`config.mk`:
```
export PLATFORM = sky130hd
export DESIGN_NAME = timed_lamp_sequencer
export DESIGN_NICKNAME = d
export VERILOG_FILES = /design/src/rtl/timed_lamp_sequencer.sv
export SDC_FILE = /design/constraint.sdc
export NUM_CORES = 1
export LEC_CHECK = 0
export BUFFER_PORTS_ARGS = -buffer_cell sky130_fd_sc_hd__buf_4
export CAP_MARGIN = 0
export CORE_UTILIZATION = 50
export CTS_CLUSTER_SIZE = 40
export DETAILED_ROUTE_END_ITERATION = 12
export GPL_TIMING_DRIVEN = 0
export HOLD_SLACK_MARGIN = 0.06
export MAX_ROUTING_LAYER = met4
export PLACE_DENSITY = 0.83
export RECOVER_POWER = 50
export SLEW_MARGIN = 20
export SYNTH_ARGS = -nofsm -noshare
export SYNTH_HDL_FRONTEND = slang
export SYNTH_SLANG_ARGS = --single-unit
```
`constraint.sdc`:
```
create_clock -name clock -period 2 [get_ports clock]
set_input_delay 0.3 -clock clock [delete_from_list [all_inputs] [get_ports clock]]
set_output_delay 0.3 -clock clock [all_outputs]
set_load 0.01 [all_outputs]
```
`src/rtl/timed_lamp_sequencer.sv`:
```
// timed_lamp_sequencer: rotates N_CH lamp channels through
// ALLRED -> GREEN -> YELLOW with programmable dwell times. It also supports a
// hold (enable), a flashing-yellow override and a one-cycle phase-start strobe.
// All outputs are registered. They are decoded from the next-state values, so
// they always match the registered state (Moore behaviour).
module timed_lamp_sequencer #(
  parameter int N_CH     = 2,
  parameter int CNT_W    = 8,
  parameter int ALLRED_T = 2,
  parameter int GREEN_T  = 20,
  parameter int YELLOW_T = 4,
  parameter int FLASH_T  = 8
) (
  input  logic                      clock,
  input  logic                      reset_n,
  input  logic                      enable,
  input  logic                      flash_mode,
  output logic [3*N_CH-1:0]         light,
  output logic [$clog2(N_CH)-1:0]   active_ch,
  output logic                      phase_start,
  output logic                      in_flash
);

  localparam int CH_W = $clog2(N_CH);

  // Each timer reload value is "dwell minus one", so a phase lasts exactly T cycles.
  localparam logic [CNT_W-1:0] ALLRED_LD = CNT_W'(ALLRED_T - 1);
  localparam logic [CNT_W-1:0] GREEN_LD  = CNT_W'(GREEN_T - 1);
  localparam logic [CNT_W-1:0] YELLOW_LD = CNT_W'(YELLOW_T - 1);
  localparam logic [CNT_W-1:0] FLASH_LD  = CNT_W'(FLASH_T - 1);
  localparam logic [CH_W-1:0]  LAST_CH   = CH_W'(N_CH - 1);

  localparam logic [2:0] LAMP_RED    = 3'b100;
  localparam logic [2:0] LAMP_GREEN  = 3'b010;
  localparam logic [2:0] LAMP_YELLOW = 3'b001;
  localparam logic [2:0] LAMP_OFF    = 3'b000;

  typedef enum logic [1:0] {
    ST_ALLRED = 2'd0,
    ST_GREEN  = 2'd1,
    ST_YELLOW = 2'd2,
    ST_FLASH  = 2'd3
  } state_e;

  state_e             state_q, state_d;
  logic [CH_W-1:0]    ch_q, ch_d;
  logic [CNT_W-1:0]   tmr_q, tmr_d;
  logic               blink_q, blink_d;
  logic [3*N_CH-1:0]  light_q, light_d;
  logic               phase_start_q, phase_start_d;
  logic               in_flash_q, in_flash_d;

  // Lamp pattern for a given state. Only the owning channel may leave red.
  function automatic logic [3*N_CH-1:0] decode_light(
    input state_e          st,
    input logic [CH_W-1:0] ch,
    input logic            blink
  );
    logic [3*N_CH-1:0] v;
    v = '0;
    for (int c = 0; c < N_CH; c++) begin
      case (st)
        ST_ALLRED: v[3*c +: 3] = LAMP_RED;
        ST_GREEN:  v[3*c +: 3] = (ch == CH_W'(c)) ? LAMP_GREEN : LAMP_RED;
        ST_YELLOW: v[3*c +: 3] = (ch == CH_W'(c)) ? LAMP_YELLOW : LAMP_RED;
        ST_FLASH:  v[3*c +: 3] = blink ? LAMP_YELLOW : LAMP_OFF;
        default:   v[3*c +: 3] = LAMP_RED;
      endcase
    end
    return v;
  endfunction

  // Next-state logic. Priority is flash override, then leaving flash, then the timed sequence.
  always_comb begin
    state_d       = state_q;
    ch_d          = ch_q;
    tmr_d         = tmr_q;
    blink_d       = blink_q;
    phase_start_d = 1'b0;

    if (flash_mode) begin
      if (state_q != ST_FLASH) begin
        state_d       = ST_FLASH;
        blink_d       = 1'b1;
        tmr_d         = FLASH_LD;
        phase_start_d = 1'b1;
      end else if (tmr_q == '0) begin
        // Blink half-period elapsed. Toggling the blink is not treated as a new phase.
        blink_d = ~blink_q;
        tmr_d   = FLASH_LD;
      end else begin
        tmr_d = tmr_q - CNT_W'(1);
      end
    end else if (state_q == ST_FLASH) begin
      // Leaving flash always restarts the sequence cleanly from channel 0.
      state_d       = ST_ALLRED;
      ch_d          = CH_W'(0);
      tmr_d         = ALLRED_LD;
      blink_d       = 1'b0;
      phase_start_d = 1'b1;
    end else if (enable) begin
      if (tmr_q != '0) begin
        tmr_d = tmr_q - CNT_W'(1);
      end else begin
        phase_start_d = 1'b1;
        case (state_q)
          ST_ALLRED: begin
            state_d = ST_GREEN;
            tmr_d   = GREEN_LD;
          end
          ST_GREEN: begin
            state_d = ST_YELLOW;
            tmr_d   = YELLOW_LD;
          end
          ST_YELLOW: begin
            state_d = ST_ALLRED;
            tmr_d   = ALLRED_LD;
            ch_d    = (ch_q == LAST_CH) ? CH_W'(0) : ch_q + CH_W'(1);
          end
          default: begin
            state_d = ST_ALLRED;
            tmr_d   = ALLRED_LD;
            ch_d    = CH_W'(0);
          end
        endcase
      end
    end else begin
      // Hold: every register keeps its value, and no new phase starts.
      phase_start_d = 1'b0;
    end

    light_d    = decode_light(state_d, ch_d, blink_d);
    in_flash_d = (state_d == ST_FLASH);
  end

  // State, timer and output registers. The reset is synchronous and active-low.
  always_ff @(posedge clock) begin
    if (!reset_n) begin
      state_q       <= ST_ALLRED;
      ch_q          <= CH_W'(0);
      tmr_q         <= ALLRED_LD;
      blink_q       <= 1'b0;
      light_q       <= {N_CH{LAMP_RED}};
      phase_start_q <= 1'b1;
      in_flash_q    <= 1'b0;
    end else begin
      state_q       <= state_d;
      ch_q          <= ch_d;
      tmr_q         <= tmr_d;
      blink_q       <= blink_d;
      light_q       <= light_d;
      phase_start_q <= phase_start_d;
      in_flash_q    <= in_flash_d;
    end
  end

  assign light       = light_q;
  assign active_ch   = ch_q;
  assign phase_start = phase_start_q;
  assign in_flash    = in_flash_q;

endmodule

```
# --- Word level (Yosys, flattened, before mapping) ---
# Cells that the tools add are included.
# Widths: inputs -> output; s select.
word_totals:
  reg_bits: 20
  in_bits: 4
  output_inout_bits: 9
classes:
  n_addsub: 2
  eq_ne: 7
  muxes: 35
  bitwise_logic: 1
  n_reduce_logical: 6
op_table:
  columns: ["cell", "count"]
  rows:
  - ["$mux 8", 6]
  - ["$pmux 3 s4", 2]
  - ["$mux 1", 15]
  - ["$mux 3", 4]
  - ["$mux 2", 5]
  - ["$pmux 5 s2", 1]
  - ["$eq 2x2->1 const B", 4]
  - ["$logic_not 8->1", 1]
  - ["$reduce_bool 8->1", 1]
  - ["$sub 8x1->8 const B", 1]
  - ["$eq 2x1->1 const B", 2]
  - ["$logic_not 2->1", 2]
  - ["$pmux 2 s2", 1]
  - ["$reduce_bool 3->1", 1]
  - ["$ne 2x2->1 const B", 1]
  - ["$pmux 1 s2", 1]
  - ["$reduce_or 2->1", 1]
  - ["$add 1x1->1 const B", 1]
  - ["$not 1->1", 1]

# --- Depth between registers and ports, before layout ---
# Gate-level depths: netlist of run 1.
logic_depth:
  ltp_word: 9
  mapped_depth: 7

# --- Least setup slack after synthesis of run 1 ---
# OpenSTA, ideal clock, no wires.
synth_timing:
  path_kind: "register to register"
  start: "register tmr_q[0]"
  end: "register light_q[0], in the netlist light[0]"
  arrival_ps: 1749
  required_ps: 1881
  path_slack_ps: 132
  path_stages_with_launch: 8
  n_path_buf: 1
  synth_period_minus_slack_ps: 1868
  path_cell_list: "dfxtp_1 inv_1 ha_1 or4b_1 buf_2 o311ai_4 a211oi_1 o221a_1"
synth_between:
  elab_chain_len: 7
  word_cells_on_any_way: 20
synth_lines:
  columns: ["item", "line_no", "text"]
  rows:
  - ["from (decl)", "47", "logic [CNT_W-1:0] tmr_q, tmr_d;"]
  - ["from (signal assigned)", "149", "tmr_q <= tmr_d;"]
  - ["$reduce_bool 8->1", "102", "if (tmr_q != '0) begin"]
  - ["$mux 2 / $mux 1 (equally long branches)", "102", null]
  - ["$mux 2 / $mux 1 (equally long branches)", "101", "end else if (enable) begin"]
  - ["$mux 2 / $mux 1 (equally long branches)", "94", "end else if (state_q == ST_FLASH) begin"]
  - ["$mux 2 / $mux 1 (equally long branches)", "81", "if (flash_mode) begin"]
  - ["$eq 2x2->1 (tied with other cells)", "62", "case (st)"]
  - ["$pmux 3 s4 *", "62", null]
  - ["to (signal assigned)", "143", "light_q <= {N_CH{LAMP_RED}};"]
  - ["to (signal assigned)", "151", "light_q <= light_d;"]
  - ["to (decl)", "49", "logic [3*N_CH-1:0] light_q, light_d;"]
# Every way passes the cells marked *; elsewhere a longest branch is shown, timed or not.
# A chain may end at the register's enable or synchronous reset.

# --- Final worst setup path of run 1 ---
layout_timing:
  start: "register tmr_q[1]"
  end: "register light_q[0], in the netlist light[0]"
# The elaborated chain is that of the path after synthesis.

==> impl_metrics.csv, run 1 <==
group,metric,value,unit
yosys,synth.yosys.seq_area_share,0.395,
power_and_ir_drop,p_leak,0.384,nW
critical_path,startpoint,"tmr_q[1]$_SDFFE_PN0P_",
job,maxCapViolations,0,
finish,finish.cell_count_without_fillers,157,
grt,grt_util_all_layers,0.256,
critical_path,required,2.19,ns
sta,holdWs,0.257,ns
yosys,synth_cell_types,40,
critical_path,endpoint,"light[0]$_SDFF_PN0_",
yosys,synth_flop_cell,"dfxtp_1",
sta,fmax,0.517,GHz
placed_design,place_hpwl,1.70,mm
placed_design,numPlacedInstances,154,
detailed_routing,vias,970,
yosys,synthesis.area,1010,um2
critical_path,cp.arrival,2.12,ns
power_and_ir_drop,peakVddDrop,447,uV
grt,grt_pass1_wl,3.82,mm
sta,worst_slack,0.0657,ns
floorplan,start_util,0.557,
clock_network,path_clk_slew,0.11,ns
power_and_ir_drop,p_per_area,706,nW/um2
yosys,synth-edff-count,0,
clock_network,cts.sinks,20,
placed_design,gp_congestion,0.893,
detailed_routing,drt-initial-drc-count,68,
sta,tightest_slew,0.673,ns
clock_network,cts_buffers,3,
yosys,synth_area_leaders,"dfxtp_1 40%, xnor2_1 5.2%, o21ai_0 4.9%",
grt,grt_max_degree,11,
detailed_routing,ant_nets,0,
critical_path,path_cells,"inv_1 -> ha_4 -> or4b_1 -> buf_2 -> o311ai_4 -> a211oi_1 -> o221a_1",
placed_design,pre_cts_ws,-0.0662,ns
floorplan,dieWidth,47.0,um
yosys,postSynth.asyncResetShare,0,
critical_path,r2r_start,"tmr_q[1]$_SDFFE_PN0P_",
detailed_routing,drc,0,
sta,finalHoldViolations,0,
yosys,ys_ff_latch,20,
run_status,status,"complete, no violations",
finish,drive_above_1_share,0.136,
sta,fin_worst_skew,0.0134,ns
detailed_routing,wl_per_cell,15.6,um
critical_path,start_kind,"flip-flop",
detailed_routing,routed_wirelength,2.45,mm
placed_design,place.port_buffers,11,
floorplan,io_pins,13,
sta,final.period_utilization,0.967,
critical_path,crit_path_max_fanout,7,
finish,finish.utilization,0.629,
yosys,yosys.area.top_type_share,0.395,
yosys,syn_inst,118,
finish,final_nets,139,
critical_path,critPathKind,"reg -> reg",
floorplan,dieArea,2210,um2
sta,slew_headroom,0.548,
yosys,synth.avg_cell_area,8.59,um2
yosys,synthesis.nets,123,
yosys,yosys_warnings,0,
worst_hold_path,min_path_cells,2,
clock_network,root_buffer,"clkbuf_4",
floorplan,chipHeight,47.0,um
critical_path,cp_slowest_cell,"or4b_1",
finish,diodes,0,
critical_path,r2r_slack,0.07,ns
grt,first_global_vias,810,
detailed_routing,viasPerCell,6.18,
grt,antenna_found_initial,0,
floorplan,row_count,15,
sta,min_period,1.93,ns
sta,rsz0062_at_grt,"no",
clock_network,htreeDepth,1,
grt,grt-ovfl-total,0,
clock_network,cts_tree,"done",
sta,setup_viol,0,
critical_path,critPathCaptureType,"flip-flop",
clock_network,clockBufferDepth,2,
critical_path,r2r_cells,7,
critical_path,cp_slowest_stage_delay,0.42,ns
worst_hold_path,hold_class,"in -> reg",
sta,slew_violations,0,
yosys,post-synth-top-area-cell,"dfxtp_1",
clock_network,hold_buffers,0,
clock_network,clkLatencyLatePin,0.30,ns
critical_path,r2r-end,"light[0]$_SDFF_PN0_",
floorplan,fp.coreArea,1820,um2
finish,area_growth,13.0,%
clock_network,post_cts_buffers,0,
detailed_routing,dr.pass1.iters,4,
[through the flow]
stage	area, um2	power, mW	TNS (ns)
finish	1140	0.808	0
global route	1140	0.846	0
global placement	1130	0.619	-0.0159
CTS	1150	0.806	0
detailed placement	1130	0.626	-0.292
floorplan	1010	0.573	0
[layout make-up]
type,instances,area [um2]
fillers,173,676
flip-flops and latches,20,400
repair buffers,11,48.8
well taps,25,31.3
clock buffers,3,22.5
plain buffers,6,25.0
multi-input cells,85,591
inverters,7,26.3
[synthesized netlist by cell type (2+ instances only)]
cell,n
o221a_1,2
a21boi_0,2
clkbuf_1,3
dfxtp_1,20
nor3_1,5
nand4_1,2
nor2_1,12
inv_1,6
xnor2_1,6
a221oi_1,2
o21ai_0,10
a211oi_1,2
a21oi_1,8
a31oi_1,6
nor4b_1,2
nand2_1,4
buf_2,3
[cell usage in the layout, fill, tap and decap left out, types with 2 or more instances in the layout]
cell type and instances:
a211oi_1 2, a21boi_0 2, a21oi_1 7, a221oi_1 2, a31oi_1 6, buf_2 2, buf_4 2, clkbuf_1 13
clkbuf_4 3, dfxtp_1 20, inv_1 5, nand2_1 4, nand4_1 2, nor2_1 12, nor3_1 5, o21ai_0 9
o221a_1 2, xnor2_1 5
[report_power, final]
group	switching (mW)	leakage, nW	internal (mW)
logic	0.110	0.206	0.0720
clock network	0.115	0.0138	0.0702
registers	0.0168	0.165	0.424
[worst max-delay path, delay by kind of cell (launching register included)]
family / cells / cell delay, ns
AO/OA/AOI/OAI: 3 / 0.59
buffers and inverters: 2 / 0.29
flip-flops: 1 / 0.32
adder cells (fa/ha/maj): 1 / 0.18
AND/OR/NAND/NOR: 1 / 0.42
[sequential cells by signal (all words and copies together), names as in the netlist]
| register | flops |
|---|---|
| in_flash | 1 |
| light | 6 |
| active_ch | 1 |
| state_q | 2 |
| phase_start | 1 |
| blink_q | 1 |
| tmr_q | 8 |
[timing repair]
item                                    CTS  global route
gates resized for setup                   2             5
pin swaps                                 0             1
endpoints found under the setup margin    7            13
[routing by layer]
layer / global-route usage / up-vias / wire length (um)
met5: - / - / 0
li1: - / 473 / -
met3: 0.0692 / 8 / 148
met4: 0.0743 / 0 / 37
met1: 0.351 / 450 / 1130
met2: 0.364 / 39 / 1130
[logic make-up (layout without fill, tap and decap cells)]
logic type / after synthesis / count (layout) / share of synthesized area
flops: 20 / 20 / 0.395
xor+xnor: 6 / 6 / 0.0519
fa+ha+maj: 1 / 1 / 0.0123
simple gates: 36 / 36 / 0.191
buf+inv: 13 / 27 / 0.0518
compound gates: 42 / 42 / 0.298
[worst min path at each step]
stage	from	endpoint	slack, ns
floorplan	reset_n	phase_start$_SDFF_PN1_	0.38
global placement	blink_q$_SDFF_PN0_	blink_q$_SDFF_PN0_	0.49
detailed placement	blink_q$_SDFF_PN0_	blink_q$_SDFF_PN0_	0.50
CTS	reset_n	phase_start$_SDFF_PN1_	0.25
global route	reset_n	phase_start$_SDFF_PN1_	0.25
finish	reset_n	phase_start$_SDFF_PN1_	0.26
Power figures use the tool's default switching activity.
==> inputs of run 2 (changes only) <==
- CELL_PAD_IN_SITES_DETAIL_PLACEMENT: unset -> 0
- CELL_PAD_IN_SITES_GLOBAL_PLACEMENT: unset -> 2
- CORE_UTILIZATION: 50 -> 30
- CTS_CLUSTER_SIZE: 40 -> 28
- PLACE_DENSITY: 0.83 -> 0.82
==> run 2 against run 1 <==
- die area grew 63%
- first-iteration DRC count is 26% lower
- clock power rose by 33%
- clock skew down 0.0073 ns
- largest power group unchanged
==> impl_metrics.csv, run 2 (synthesized netlist as in run 1, its figures left out) <==
group,metric,value,unit
finish,diodes,0,
grt,antenna_found_initial,0,
critical_path,crit_path_max_fanout,7,
detailed_routing,vias,958,
critical_path,r2r_cells,7,
floorplan,dieWidth,60.1,um
detailed_routing,met2WireLength,1.10,mm
finish,top_register,"tmr_q",
sta,fmax,0.522,GHz
clock_network,clockBufferDepth,2,
detailed_routing,drt-initial-drc-count,50,
finish,multi_input_area,588,um2
power_and_ir_drop,p_per_area,735,nW/um2
sta,fin_worst_skew,0.00612,ns
finish,seqCellArea,400,um2
detailed_routing,viasPerCell,5.41,
grt,grt_util_all_layers,0.159,
power_and_ir_drop,intPower,606,uW
power_and_ir_drop,peakVddDrop,216,uV
floorplan,dieArea,3610,um2
critical_path,critPathCaptureType,"flip-flop",
sta,setup_viol,0,
critical_path,critPathKind,"reg -> reg",
detailed_routing,wl_met1,1.22,mm
floorplan,io_pins,13,
worst_hold_path,min_path_cells,2,
power_and_ir_drop,seqPwrFrac,0.507,
power_and_ir_drop,p_leak,0.388,nW
critical_path,required,2.22,ns
finish,layout_commonest_cell,"dfxtp_1",
finish,fillers,326,
sta,slew_violations,0,
power_and_ir_drop,clkPwrFrac,0.283,
job,maxCapViolations,0,
clock_network,htreeDepth,1,
power_and_ir_drop,netSwitchingFraction,0.302,
detailed_routing,top_layer,"met4",
clock_network,cts_tree,"done",
clock_network,hold_buffers,0,
detailed_routing,dr.pass1.iters,4,
sta,finalHoldViolations,0,
clock_network,path_clk_slew,0.12,ns
sta,holdWs,0.229,ns
finish,area_growth,16.7,%
floorplan,start_util,0.324,
floorplan,row_count,20,
power_and_ir_drop,p_total,869,uW
clock_network,clkLatencyLatePin,0.31,ns
power_and_ir_drop,p_switching,262,uW
grt,grt_pass1_wl,4.07,mm
power_and_ir_drop,power_frac_comb,0.210,
detailed_routing,wl_met3,194,um
sta,final.period_utilization,0.958,
finish,drive_above_1_share,0.150,
critical_path,cp.arrival,2.14,ns
detailed_routing,drc,0,
grt,grt-ovfl-total,0,
finish,final_cell_mix,"20 x dfxtp_1, 13 x clkbuf_1, 12 x nor2_1, 9 x o21ai_0, 7 x a21oi_1",
placed_design,place_hpwl,1.79,mm
finish,final_nets,139,
grt,grt_max_degree,12,
grt,first_global_vias,823,
floorplan,fp.coreArea,3130,um2
detailed_routing,ant_nets,0,
sta,tightest_slew,0.717,ns
finish,finish.utilization,0.378,
sta,slew_headroom,0.519,
finish,largest_reg_flops,8,
clock_network,root_buffer,"clkbuf_4",
detailed_routing,wl_per_cell,14.5,um
clock_network,post_cts_buffers,0,
sta,fin_setup_tns,0,ns
sta,min_period,1.92,ns
placed_design,place.port_buffers,11,
clock_network,cts.sinks,20,
run_status,status,"complete, no violations",
clock_network,cts_buffers,3,
worst_hold_path,hold_class,"in -> reg",
sta,rsz0062_at_grt,"no",
placed_design,gp_congestion,0.807,
detailed_routing,routed_wirelength,2.57,mm
floorplan,chipHeight,60.1,um
critical_path,start_kind,"flip-flop",
[run 2: cell types whose count changed in the layout (fill, tap and decap cells not counted)]
cell	previous run	this run
nor3_2	1	2
inv_2	1	2
buf_4	2	3
inv_1	5	4
buf_2	2	1
nor3_1	5	4
xnor2_2	1	0
xnor2_1	5	6
clkbuf_8	0	1
[run 2: metal layers]
| layer | GRT usage | vias to the layer above |
|---|---|---|
| met5 | - | - |
| met4 | 0.0797 | 0 |
| met3 | 0.0281 | 4 |
| met2 | 0.229 | 40 |
| met1 | 0.212 | 441 |
| li1 | - | 473 |
[run 2: worst paths after layout]
kind	to	from	slack, ns
worst max register to register	light[0]$_SDFF_PN0_	tmr_q[0]$_SDFFE_PN1P_	0.08
worst min-delay path	phase_start$_SDFF_PN1_	reset_n	0.23
worst min register to register	blink_q$_SDFF_PN0_	blink_q$_SDFF_PN0_	0.53
worst max-delay path	light[0]$_SDFF_PN0_	tmr_q[0]$_SDFFE_PN1P_	0.08
[run 2: final cells by class]
cell class                 count  area share
multi-input combinational     85       0.497
sequential                    20       0.339
tap                           44      0.0466
timing repair buffer          11      0.0413
clock buffer                   4      0.0307
buffer                         6      0.0233
inverter                       7      0.0222
[run 2: worst max-delay path: stages (launching register included)]
cell and delay (ns):
dfxtp_1 0.33, inv_2 0.08, ha_4 0.18, or4b_1 0.43, buf_4 0.18, o311ai_4 0.28
a211oi_1 0.12, o221a_1 0.22
[run 2: power groups by stage]
stage               Sequential (mW)  Combinational, mW  Clock (mW)
finish                        0.440              0.183       0.246
global route                  0.444              0.200       0.266
CTS                           0.440              0.186       0.255
detailed placement            0.448              0.180           0
global placement              0.447              0.179           0
floorplan                     0.451              0.122           0
[run 2: per-stage QoR]
| stage | area [um2] | worst slack, ns | instances |
|---|---|---|---|
| after global placement | 1150 | -0.149 | 173 |
| after CTS | 1210 | 0.0176 | 177 |
| after global routing | 1180 | 0.0101 | 177 |
| after floorplan | 1010 | 0.132 | 118 |
| final | 1180 | 0.0836 | 177 |
| after detailed placement | 1150 | -0.135 | 173 |
[run 2: what timing repair did]
| action | in CTS | in global routing |
|---|---|---|
| endpoints found under the setup margin | 10 | 4 |
| pin swaps | 0 | 1 |
| resized for setup | 4 | 6 |
| gates cloned | 0 | 0 |
==> inputs of run 3 (changes only) <==
- BUFFER_PORTS_ARGS: -buffer_cell sky130_fd_sc_hd__buf_4 -> -buffer_cell sky130_fd_sc_hd__buf_2
==> run 3 against run 2 <==
- first-iteration DRC count decreased by 30%
- highest routed layer unchanged
- maximum frequency decreased by 0.81%
- register-to-register slack got worse by 0.02 ns
- critical path depth unchanged
- total power increased by 8.9%
- core utilization about the same
- sequential cell count unchanged
- die area unchanged
- non-clock buffer count unchanged
- worst hold slack improved by 0.027 ns
- design area increased by 0.11%
==> impl_metrics.csv, run 3 (synthesized netlist as in run 1, its figures left out) <==
group,metric,value,unit
clock_network,cts_tree,"done",
floorplan,fp.coreArea,3130,um2
sta,min_period,1.93,ns
grt,first_global_vias,790,
critical_path,cp_top_family,"compound AO/OA/AOI/OAI gates",
detailed_routing,dr.pass1.iters,4,
critical_path,required,2.22,ns
finish,diodes,0,
floorplan,chipHeight,60.1,um
detailed_routing,routed_wirelength,2.29,mm
sta,fin_setup_tns,0,ns
worst_hold_path,hold_class,"in -> reg",
finish,top_register,"tmr_q",
clock_network,cts.sinks,20,
sta,slew_violations,0,
floorplan,row_count,20,
detailed_routing,ant_nets,0,
critical_path,cp.arrival,2.15,ns
critical_path,crit_path_max_fanout,7,
grt,antenna_found_initial,0,
sta,final.period_utilization,0.966,
power_and_ir_drop,p_total,946,uW
detailed_routing,viasPerCell,5.22,
critical_path,path_cells,"inv_1 -> ha_4 -> or4b_1 -> buf_2 -> o311ai_4 -> a211oi_1 -> o221a_1",
floorplan,dieArea,3610,um2
placed_design,place.port_buffers,11,
critical_path,critPathKind,"reg -> reg",
detailed_routing,vias,924,
sta,tightest_slew,0.707,ns
sta,fin_worst_skew,0.00990,ns
placed_design,place_hpwl,1.66,mm
power_and_ir_drop,p_per_area,799,nW/um2
critical_path,critPathCaptureType,"flip-flop",
sta,setup_viol,0,
finish,finish.utilization,0.378,
finish,fillers,329,
sta,rsz0062_at_grt,"no",
grt,grt_pass1_wl,3.87,mm
sta,finalHoldViolations,0,
critical_path,cp_slowest_cell,"or4b_1",
power_and_ir_drop,peakVddDrop,557,uV
finish,final_cell_mix,"20 x dfxtp_1, 12 x clkbuf_1, 12 x nor2_1, 9 x o21ai_0, 8 x a21oi_1",
finish,largest_reg_flops,8,
clock_network,path_clk_slew,0.12,ns
sta,fmax,0.518,GHz
clock_network,clockBufferDepth,2,
clock_network,clkLatencyLatePin,0.31,ns
finish,finish.cell_count_without_fillers,177,
grt,grt_util_all_layers,0.150,
clock_network,root_buffer,"clkbuf_4",
detailed_routing,wl_per_cell,12.9,um
critical_path,cp_slowest_stage_delay,0.42,ns
critical_path,path_buf_inv,2,
job,maxCapViolations,0,
clock_network,htreeDepth,1,
clock_network,cts_buffers,3,
placed_design,numPlacedInstances,173,
detailed_routing,drt-initial-drc-count,35,
critical_path,start_kind,"flip-flop",
run_status,status,"complete, no violations",
finish,area_growth,16.8,%
sta,slew_headroom,0.526,
floorplan,io_pins,13,
finish,final_nets,139,
finish,drive_above_1_share,0.135,
floorplan,start_util,0.324,
floorplan,dieWidth,60.1,um
grt,grt_max_degree,13,
detailed_routing,drc,0,
grt,grt-ovfl-total,0,
power_and_ir_drop,p_leak,0.394,nW
finish,layout_commonest_cell,"dfxtp_1",
placed_design,gp_congestion,0.838,
-- run 3: final timing paths --
path	start	depth (start not counted)	endpoint	slack, ns
max reg2reg	tmr_q[1]$_SDFFE_PN0P_	7	light[0]$_SDFF_PN0_	0.07
max	tmr_q[1]$_SDFFE_PN0P_	7	light[0]$_SDFF_PN0_	0.07
min reg2reg	blink_q$_SDFF_PN0_	2	blink_q$_SDFF_PN0_	0.52
min	reset_n	2	phase_start$_SDFF_PN1_	0.26
-- run 3: power by group --
group | switching (mW) | internal [mW] | total, mW
logic | 0.105 | 0.0687 | 0.173
clock network | 0.131 | 0.203 | 0.333
registers | 0.0155 | 0.424 | 0.439
total | 0.251 | 0.695 | 0.946
-- run 3: cell type report --
class                   instances  area (um2)  area share
clock buffers                   3        22.5      0.0190
plain buffers                   6        26.3      0.0222
well taps                      44        55.1      0.0465
inverters                       7        26.3      0.0222
multi-input cells              85         579       0.489
clock inverters                 1        30.0      0.0254
flip-flops and latches         20         400       0.338
repair buffers                 11        43.8      0.0370
-- run 3: metal layers --
metal  up-vias  wire length [um]  global-route usage
li1        470                 -                   -
met1       428              1120               0.201
met2        22              1030               0.215
met3         4               102              0.0325
met4         0                34              0.0598
met5         -                 0                   -
-- run 3: what timing repair did --
item / 4_1_cts / 5_1_grt
hold buffers: 0 / 0
gates resized for setup: 3 / 3
setup endpoints to repair: 8 / 12
buffers inserted: 0 / 0
-- run 3: metrics by stage --
step / hold WS (ns) / worst slack, ns / instance area (um2)
2_1_floorplan: 0.376 / 0.132 / 1010
3_3_place_gp: 0.474 / -0.146 / 1120
3_5_place_dp: 0.502 / -0.118 / 1120
4_1_cts: 0.253 / 0.0169 / 1180
5_1_grt: 0.270 / 0.00248 / 1180
6_report: 0.256 / 0.0679 / 1180
